### src/rtl/clkdiv_pkg.sv
// Shared types and widths for the fractional clock-enable divider.
// Order encoding, counter width helper and correction width live here.
package clkdiv_pkg;

  typedef enum logic {
    ORDER_1ST = 1'b0,
    ORDER_2ND = 1'b1
  } order_e;

  // Signed period correction spans -1..+2.
  localparam int W_CORR = 3;

  function automatic int ctr_width(input int w_div_int);
    return w_div_int + 1;
  endfunction

endpackage

### src/rtl/clkdiv_frac_ch.sv
// One divider channel: period counter plus 1st-order or MASH 1-1 noise shaper
// that picks the length of the next period at each period boundary.
module clkdiv_frac_ch
  import clkdiv_pkg::*;
#(
  parameter int W_DIV_INT  = 16,
  parameter int W_DIV_FRAC = 8
) (
  input  logic                  clk,
  input  logic                  rst,
  input  logic                  en,
  input  logic                  order,
  input  logic                  resync,
  input  logic [W_DIV_INT-1:0]  div_int,
  input  logic [W_DIV_FRAC-1:0] div_frac,
  output logic                  clk_en
);

  localparam int W_CTR = ctr_width(W_DIV_INT);
  localparam int W_P   = W_DIV_INT + 2;

  logic [W_CTR-1:0]      ctr_q, ctr_d;
  logic [W_DIV_FRAC-1:0] acc1_q, acc1_d;
  logic [W_DIV_FRAC-1:0] acc2_q, acc2_d;
  logic                  c2_prev_q, c2_prev_d;
  logic                  clk_en_q, clk_en_d;

  logic                  boundary;
  logic                  is_2nd;
  logic [W_DIV_INT-1:0]  div_eff;
  logic [W_DIV_FRAC:0]   sum1;
  logic [W_DIV_FRAC:0]   sum2;
  logic                  c1;
  logic                  c2;
  logic [W_DIV_FRAC-1:0] acc1_nx;
  logic [W_DIV_FRAC-1:0] acc2_nx;
  logic [W_CORR-1:0]     corr;
  logic [W_P-1:0]        period;
  logic                  period_clamp;
  logic [W_CTR-1:0]      ctr_reload;

  assign boundary = (ctr_q == W_CTR'(1));
  assign is_2nd   = (order_e'(order) == ORDER_2ND);

  // Noise shaper datapath, only consumed at a period boundary.
  always_comb begin
    div_eff = (div_int == '0) ? W_DIV_INT'(1) : div_int;

    sum1    = {1'b0, acc1_q} + {1'b0, div_frac};
    c1      = sum1[W_DIV_FRAC];
    acc1_nx = sum1[W_DIV_FRAC-1:0];

    sum2    = {1'b0, acc2_q} + {1'b0, acc1_nx};
    c2      = sum2[W_DIV_FRAC];
    acc2_nx = sum2[W_DIV_FRAC-1:0];

    if (is_2nd) begin
      corr = {2'b00, c1} + {2'b00, c2} - {2'b00, c2_prev_q};
    end else begin
      corr = {2'b00, c1};
    end

    // Sign-extend the correction into the wider period sum.
    period       = {2'b00, div_eff} + {{(W_P-W_CORR){corr[W_CORR-1]}}, corr};
    period_clamp = period[W_P-1] || (period == '0);
    ctr_reload   = period_clamp ? W_CTR'(1) : period[W_CTR-1:0];
  end

  always_comb begin
    ctr_d     = ctr_q;
    acc1_d    = acc1_q;
    acc2_d    = acc2_q;
    c2_prev_d = c2_prev_q;
    clk_en_d  = 1'b0;

    if (!en || resync) begin
      ctr_d     = W_CTR'(1);
      acc1_d    = '0;
      acc2_d    = '0;
      c2_prev_d = 1'b0;
    end else if (boundary) begin
      clk_en_d = 1'b1;
      ctr_d    = ctr_reload;
      acc1_d   = acc1_nx;
      if (is_2nd) begin
        acc2_d    = acc2_nx;
        c2_prev_d = c2;
      end else begin
        acc2_d    = '0;
        c2_prev_d = 1'b0;
      end
    end else begin
      ctr_d = ctr_q - W_CTR'(1);
    end
  end

  always_ff @(posedge clk or posedge rst) begin
    if (rst) begin
      ctr_q     <= W_CTR'(1);
      acc1_q    <= '0;
      acc2_q    <= '0;
      c2_prev_q <= 1'b0;
      clk_en_q  <= 1'b0;
    end else begin
      ctr_q     <= ctr_d;
      acc1_q    <= acc1_d;
      acc2_q    <= acc2_d;
      c2_prev_q <= c2_prev_d;
      clk_en_q  <= clk_en_d;
    end
  end

  assign clk_en = clk_en_q;

endmodule

### src/rtl/clkdiv_frac_mc.sv
// Multi-channel fractional clock-enable generator: one independent channel
// per lane, sharing only the clock, reset and the global resync strobe.
module clkdiv_frac_mc
  import clkdiv_pkg::*;
#(
  parameter int N_CH       = 2,
  parameter int W_DIV_INT  = 16,
  parameter int W_DIV_FRAC = 8
) (
  input  logic                         clk,
  input  logic                         rst,
  input  logic [N_CH-1:0]              en,
  input  logic [N_CH-1:0]              order,
  input  logic [N_CH*W_DIV_INT-1:0]    div_int,
  input  logic [N_CH*W_DIV_FRAC-1:0]   div_frac,
  input  logic                         resync,
  output logic [N_CH-1:0]              clk_en
);

  generate
    for (genvar gi = 0; gi < N_CH; gi++) begin : g_ch
      clkdiv_frac_ch #(
        .W_DIV_INT (W_DIV_INT),
        .W_DIV_FRAC(W_DIV_FRAC)
      ) u_ch (
        .clk     (clk),
        .rst     (rst),
        .en      (en[gi]),
        .order   (order[gi]),
        .resync  (resync),
        .div_int (div_int[gi*W_DIV_INT +: W_DIV_INT]),
        .div_frac(div_frac[gi*W_DIV_FRAC +: W_DIV_FRAC]),
        .clk_en  (clk_en[gi])
      );
    end
  endgenerate

endmodule

### config.mk
export PLATFORM = sky130hd
export DESIGN_NAME = clkdiv_frac_mc
export DESIGN_NICKNAME = d
export VERILOG_FILES = /design/src/rtl/clkdiv_pkg.sv /design/src/rtl/clkdiv_frac_ch.sv /design/src/rtl/clkdiv_frac_mc.sv
export SDC_FILE = /design/constraint.sdc
export NUM_CORES = 1
export LEC_CHECK = 0
export CAP_MARGIN = 20
export CORE_MARGIN = 10
export CORE_UTILIZATION = 45
export DETAILED_ROUTE_END_ITERATION = 10
export PLACE_DENSITY = 0.65
export RECOVER_POWER = 100
export REMOVE_ABC_BUFFERS = 1
export SETUP_SLACK_MARGIN = 0.1
export SYNTH_ARGS = -nofsm -noshare
export SYNTH_HDL_FRONTEND = slang
export SYNTH_SLANG_ARGS = --single-unit
### constraint.sdc
create_clock -name clk -period 8.7 [get_ports clk]
set_input_delay 1.74 -clock clk [delete_from_list [all_inputs] [get_ports clk]]
set_output_delay 1.74 -clock clk [all_outputs]
set_load 0.01 [all_outputs]
**Word level (Yosys, flattened, before mapping)**

Cells that the tools add are included.
W data, S select, Z words.

- Bits in registers: 70
- Bits of input ports: 55
- Output and inout bits: 2
- Word-level logic and storage cells: 66

- $add $sub $neg: 12
- Eq/ne operators: 2
- Mux-type cells: 30
- Reduce and logical (&&, ||, !) cells: 12

Operators with widths:

| operator | count |
|---|---|
| $mux W17 | 6 |
| $mux W8 | 10 |
| $add A17 B3 Y18 | 2 |
| $add A8 B8 Y9 | 4 |
| $logic_not A18 Y1 | 2 |
| $eq A17 B1 Y1 const B | 2 |
| $sub A17 B1 Y17 const B | 2 |
| $logic_not A16 Y1 | 2 |
| $mux W16 | 2 |
| $mux W1 | 10 |
| $mux W3 | 2 |
| $sub A3 B1 Y3 | 2 |
| $add A1 B1 Y2 | 2 |
| $logic_or A1 B1 Y1 | 4 |
| $reduce_bool A2 Y1 | 2 |
| $logic_not A1 Y1 | 2 |

**Logic depth before layout (Yosys ltp)**

- Depth in word-level cells: 11
- Gate-level depth with buffers: 28
- Gate-level depth less buffers: 28

**Modules after synthesis**

A second synthesis with hierarchy kept.

- Cell total of the unflattened synthesis: 760
- Area, all modules: 6481.2 um^2

Modules (own cells, without submodules):

| module | instances | cells an instance | area an instance (um^2) | sequential area each (um^2) |
|---|---|---|---|---|
| clkdiv_frac_ch at g_ch[0].u_ch | 1 | 384 | 3276.9 | 877.1 |
| clkdiv_frac_ch at g_ch[1].u_ch | 1 | 376 | 3204.3 | 877.1 |

**Worst setup path after synthesis**

No wires, ideal clock.

- Path type: input-to-reg
- From: input div_frac[1]
- To: register g_ch[0].u_ch.ctr_q[0]
- Library setup time: 91 ps
- Arrival: 7314 ps
- Required time: 8609 ps
- Slack: 1295 ps
- Stages: 26
- Buffers on the path: 0
- Cells stage by stage: ha_1 a21o_1 a21oi_1 o21bai_1 a21oi_1 xnor2_1 ha_1 a21o_1 a31o_2 a21o_1 a21o_1 ha_1 inv_1 ha_1 ha_1 nand2_1 inv_1 ha_1 a211o_1 or3_1 o22ai_1 xnor2_1 o211ai_1 or4b_1 or4b_1 o31ai_1

- Cells in the longest elaborated chain, start to end: 11

RTL lines:

| item | line | text |
|---|---|---|
| from (decl) | clkdiv_frac_mc.sv:15 | `input logic [N_CH*W_DIV_FRAC-1:0] div_frac,` |
| $add A8 B8 Y9 * | clkdiv_frac_ch.sv:49 | `sum1 = {1'b0, acc1_q} + {1'b0, div_frac};` |
| $add A8 B8 Y9 | clkdiv_frac_ch.sv:53 | `sum2 = {1'b0, acc2_q} + {1'b0, acc1_nx};` |
| $add A1 B1 Y2 | clkdiv_frac_ch.sv:58 | `corr = {2'b00, c1} + {2'b00, c2} - {2'b00, c2_prev_q};` |
| $sub A3 B1 Y3 | clkdiv_frac_ch.sv:58 |  |
| $mux W3 * | clkdiv_frac_ch.sv:57 | `if (is_2nd) begin` |
| $add A17 B3 Y18 * | clkdiv_frac_ch.sv:64 | `period = {2'b00, div_eff} + {{(W_P-W_CORR){corr[W_CORR-1]}}, corr};` |
| $logic_not A18 Y1 | clkdiv_frac_ch.sv:65 | `period_clamp = period[W_P-1] \|\| (period == '0);` |
| $logic_or A1 B1 Y1 | clkdiv_frac_ch.sv:65 |  |
| $mux W17 * | clkdiv_frac_ch.sv:66 | `ctr_reload = period_clamp ? W_CTR'(1) : period[W_CTR-1:0];` |
| $mux W17 * | clkdiv_frac_ch.sv:81 | `end else if (boundary) begin` |
| $mux W17 * | clkdiv_frac_ch.sv:76 | `if (!en \|\| resync) begin` |
| net g_ch[0].u_ch.ctr_d[0] | clkdiv_frac_ch.sv:22 | `logic [W_CTR-1:0] ctr_q, ctr_d;` |
| to (signal assigned) | clkdiv_frac_ch.sv:105 | `ctr_q <= ctr_d;` |
| to (decl) | clkdiv_frac_ch.sv:22 |  |

Mark *: on every way through the listed nets, which the timed path passes. The rest lies on a longest branch.
A chain may end at the register's enable or synchronous reset.

**Worst setup path after layout**

Ends and elaborated chain as after synthesis.

==> metrics.md <==
| Metric | Value |
|---|---|
| FF-to-FF End | g_ch[0].u_ch.ctr_q[0] |
| Final net count | 923 |
| Vias | 5589 |
| CTS root buf | clkbuf_16 |
| Synth Register Bits | 70 |
| Most frequent cells in the layout | ha_1 (78), nand2_1 (69), dfrtp_1 (68) |
| Final core utilization | between 50% and 60% |
| Min-delay src | g_ch[1].u_ch.acc2_q[7] |
| Critical Path End Type | register |
| Synth cell types | 71 |
| Vias in the first global route | 5713 |
| Worst Hold Depth | 2 |
| TritonCTS clock tree | done |
| Placed cell areas | 7060 um2 |
| Power density cells | between 200 and 300 nW/um2 |
| Share of cells above drive strength 1 | 4.18% |
| Post-CTS Hold Fix Bufs | 0 |
| Max Cap Violations | 1 |
| Max stage delay cell, worst path | clkdlybuf4s50_1 |
| Wire per inst | 16.1 um |
| DP HPWL | 12000 um |
| IO buf count | 56 |
| IO Count | 57 |
| Post-synth EDFFs | 0 |
| FMAX | 123 MHz |
| DR pass1 iterations | 4 |
| Initial Utilization | a little under half |
| WS Path Type | primary input to register |
| Post-CTS setup buffer count | 0 |
| CTS Sinks | 70 |
| Die width | 139 um |
| P&R area growth vs syn | 14.6% |
| Worst EP required | 8.95 ns |
| Core area | 13900 um2 |
| GRT Overall Usage | 15.9% |
| CP max FO | 12 |
| Met2 global-route usage | 26.0% |
| Resized cells post-CTS | 0 |
| Non-Filler Instances | 969 |
| Top_reg_cell synth | dfrtp_1 |
| Drt drc | 0 |
| Busiest grt layer | met2 |
| Worst Tran Pin Value | approximately 3.8 ns |
| Antenna Nets Post-Route | 0 |
| R2R depth | 26 |
| Endpoints failing setup | 0 |
| # diodes | 0 |
| Final Skew | 0.00841 ns |
| CP arrival | 8.40 ns |
| Failing checks | capacitance limit, slew limit |
| Critical Path Max Stage Delay | ~0.45 ns |
| Avg Cell Area, Syn | 8.47 um2 |
| Met1 usage in global routing | 21.2% |
| H-tree Lvls | 3 |
| CP most frequent cell | ha_1 |
| GR Util met3 | 2.18% |
| RSZ-0062 raised after global routing | no |
| Critical Path Source Type | primary input |
| Asr flop ratio synth | 100% |
| R2R Path Start | g_ch[0].u_ch.acc1_q[1] |
| Fill cells | 1287 |
| Max Root-Sink Buffers | 2 |
| Pin count of the biggest net entering global routing | 71 |
| VDD IR max | 0.116 mV |
| Row cnt | 43 |
| TNS Setup | 0 ns |
| Cells after DPL | 952 |
| Period utilisation layout | 93.6% |
| R2R Setup Slk | 2.03 ns |
| Outcome | finished with violations |
| Max-slew violations | 71 |
| Post-route cell area | 7360 um2 |
| Grt ovf | 0 |
| Hold Crit Class | register to register |
| Die Footprint | 19500 um2 |
| Mapped Area | ~6400 um2 |
| Hold Slack | 0.494 ns |
| Slew headroom | -156% |
| First-pass GRT wire length | 26800 um |
| Crit path time final | 8.14 ns |
| Hold Vio Cnt, Final | 0 |
| Antenna violations before repair | 0 |
| Clk pin slew, worst setup/hold paths | 0.06 ns |
| Total leakage power | 3.43 nW |
| Clk_lat worst skew | around 0.34 ns |
| Hold Path Sink | g_ch[1].u_ch.acc2_q[7] |
| DRT iter0 DRCs | about 440 |
| Vias per std cell | 5.77 |
| WL final | 15600 um |
| Mapped Cells | approximately 760 |
| DIE HEIGHT | roughly 140 um |
| Most common cell after layout, fill and taps aside | ha_1 |
| Routability cong. | 0.878 |
| Sequential share of the synthesized area | between 20% and 30% |
| Synth warnings | 0 |
| Inserted Clock Buffers | 9 |
-- worst max path at each step --
| stage | startpoint | to | slack, ns | depth (start not counted) |
|---|---|---|---|---|
| after floorplan | div_frac[1] | g_ch[0].u_ch.ctr_q[0] | 1.30 | 26 |
| after global placement | div_frac[1] | g_ch[0].u_ch.ctr_q[0] | 0.54 | 27 |
| after detailed placement | div_frac[1] | g_ch[0].u_ch.ctr_q[0] | 0.40 | 27 |
| after CTS | div_frac[1] | g_ch[0].u_ch.ctr_q[0] | 0.74 | 27 |
| after global routing | div_frac[9] | g_ch[1].u_ch.ctr_q[2] | 0.13 | 28 |
| final | div_frac[1] | g_ch[0].u_ch.ctr_q[0] | 0.56 | 27 |
-- power by group --
group	total (mW)	internal, mW	switching [mW]
logic	1.06	0.427	0.628
clock network	0.372	0.222	0.150
registers	0.490	0.411	0.0793
total	1.92	1.06	0.857
-- cell families after synthesis --
group           after synthesis  share of synthesized area (%)
compound gates              215                           21.9
xor+xnor                     75                           10.2
fa+ha+maj                    84                           17.1
buf+inv                      93                           5.55
flops                        70                           27.3
mux                           1                          0.156
simple gates                220                           17.8
-- final cells by class --
cell class / instances / area [um2] / area share (%)
multi-input combinational: 595 / 4310 / 58.5
sequential: 70 / 1750 / 23.8
timing repair buffer: 62 / 602 / 8.17
clock buffer: 9 / 225 / 3.06
tap: 180 / 225 / 3.06
inverter: 46 / 173 / 2.35
clock inverter: 7 / 75.1 / 1.02
-- worst max-delay path, delay by kind of cell --
kind                       cells  cell delay (ns)
buffers and inverters          3             0.67
and+or+nand+nor                2             0.58
adders and majority gates      6             1.65
AOI/OAI and AO/OA             15             3.53
xor gates and xnor gates       1             0.20
-- Yosys cell counts (3+ instances only) --
library cell / instances / share of area, %
a31oi_1: 3 / 0.29
nand2b_1: 12 / 1.2
xor2_1: 28 / 3.8
a31o_2: 5 / 0.68
fa_1: 6 / 1.9
a22oi_1: 4 / 0.47
o21bai_1: 15 / 1.8
ha_1: 78 / 15
a41o_1: 4 / 0.62
nor3b_1: 4 / 0.47
nand2_1: 69 / 4.0
clkbuf_1: 44 / 2.6
inv_1: 46 / 2.7
a21o_1: 21 / 2.5
o22ai_1: 26 / 2.5
nor2_1: 43 / 2.5
and2_1: 5 / 0.49
o21a_1: 6 / 0.70
o21ai_0: 25 / 1.9
nand3_1: 16 / 1.2
nand4_1: 4 / 0.39
and3_1: 3 / 0.29
a211oi_1: 3 / 0.35
a21oi_1: 64 / 5.0
a21boi_0: 4 / 0.47
nor2b_1: 9 / 0.88
nor3_1: 17 / 1.3
xnor2_1: 47 / 6.4
nor4_1: 12 / 1.2
nand3b_1: 3 / 0.35
dfrtp_1: 68 / 26
o21ai_1: 6 / 0.47
-- state kept, by name, summed over array words and instances, names as in the netlist --
name and cells:
g_ch.u_ch.acc1_q 16, g_ch.u_ch.acc2_q 16, g_ch.u_ch.c2_prev_q 2, g_ch.u_ch.clk_en 2, g_ch.u_ch.ctr_q 34
-- per-stage QoR --
step           power (mW)  setup WS (ns)
2_1_floorplan        1.24           1.30
3_3_place_gp         1.49          0.537
3_5_place_dp         1.52          0.399
4_1_cts              1.91          0.737
5_1_grt              2.07          0.129
6_report             1.92          0.556
-- per-layer routing --
metal / vias to the layer above / wire, um
met3: 16 / 582
met4: 0 / 180
met5: - / 0
met1: 2675 / 7590
li1: 2773 / -
met2: 125 / 7280
Note: power is estimated with default switching activity, not from simulation.
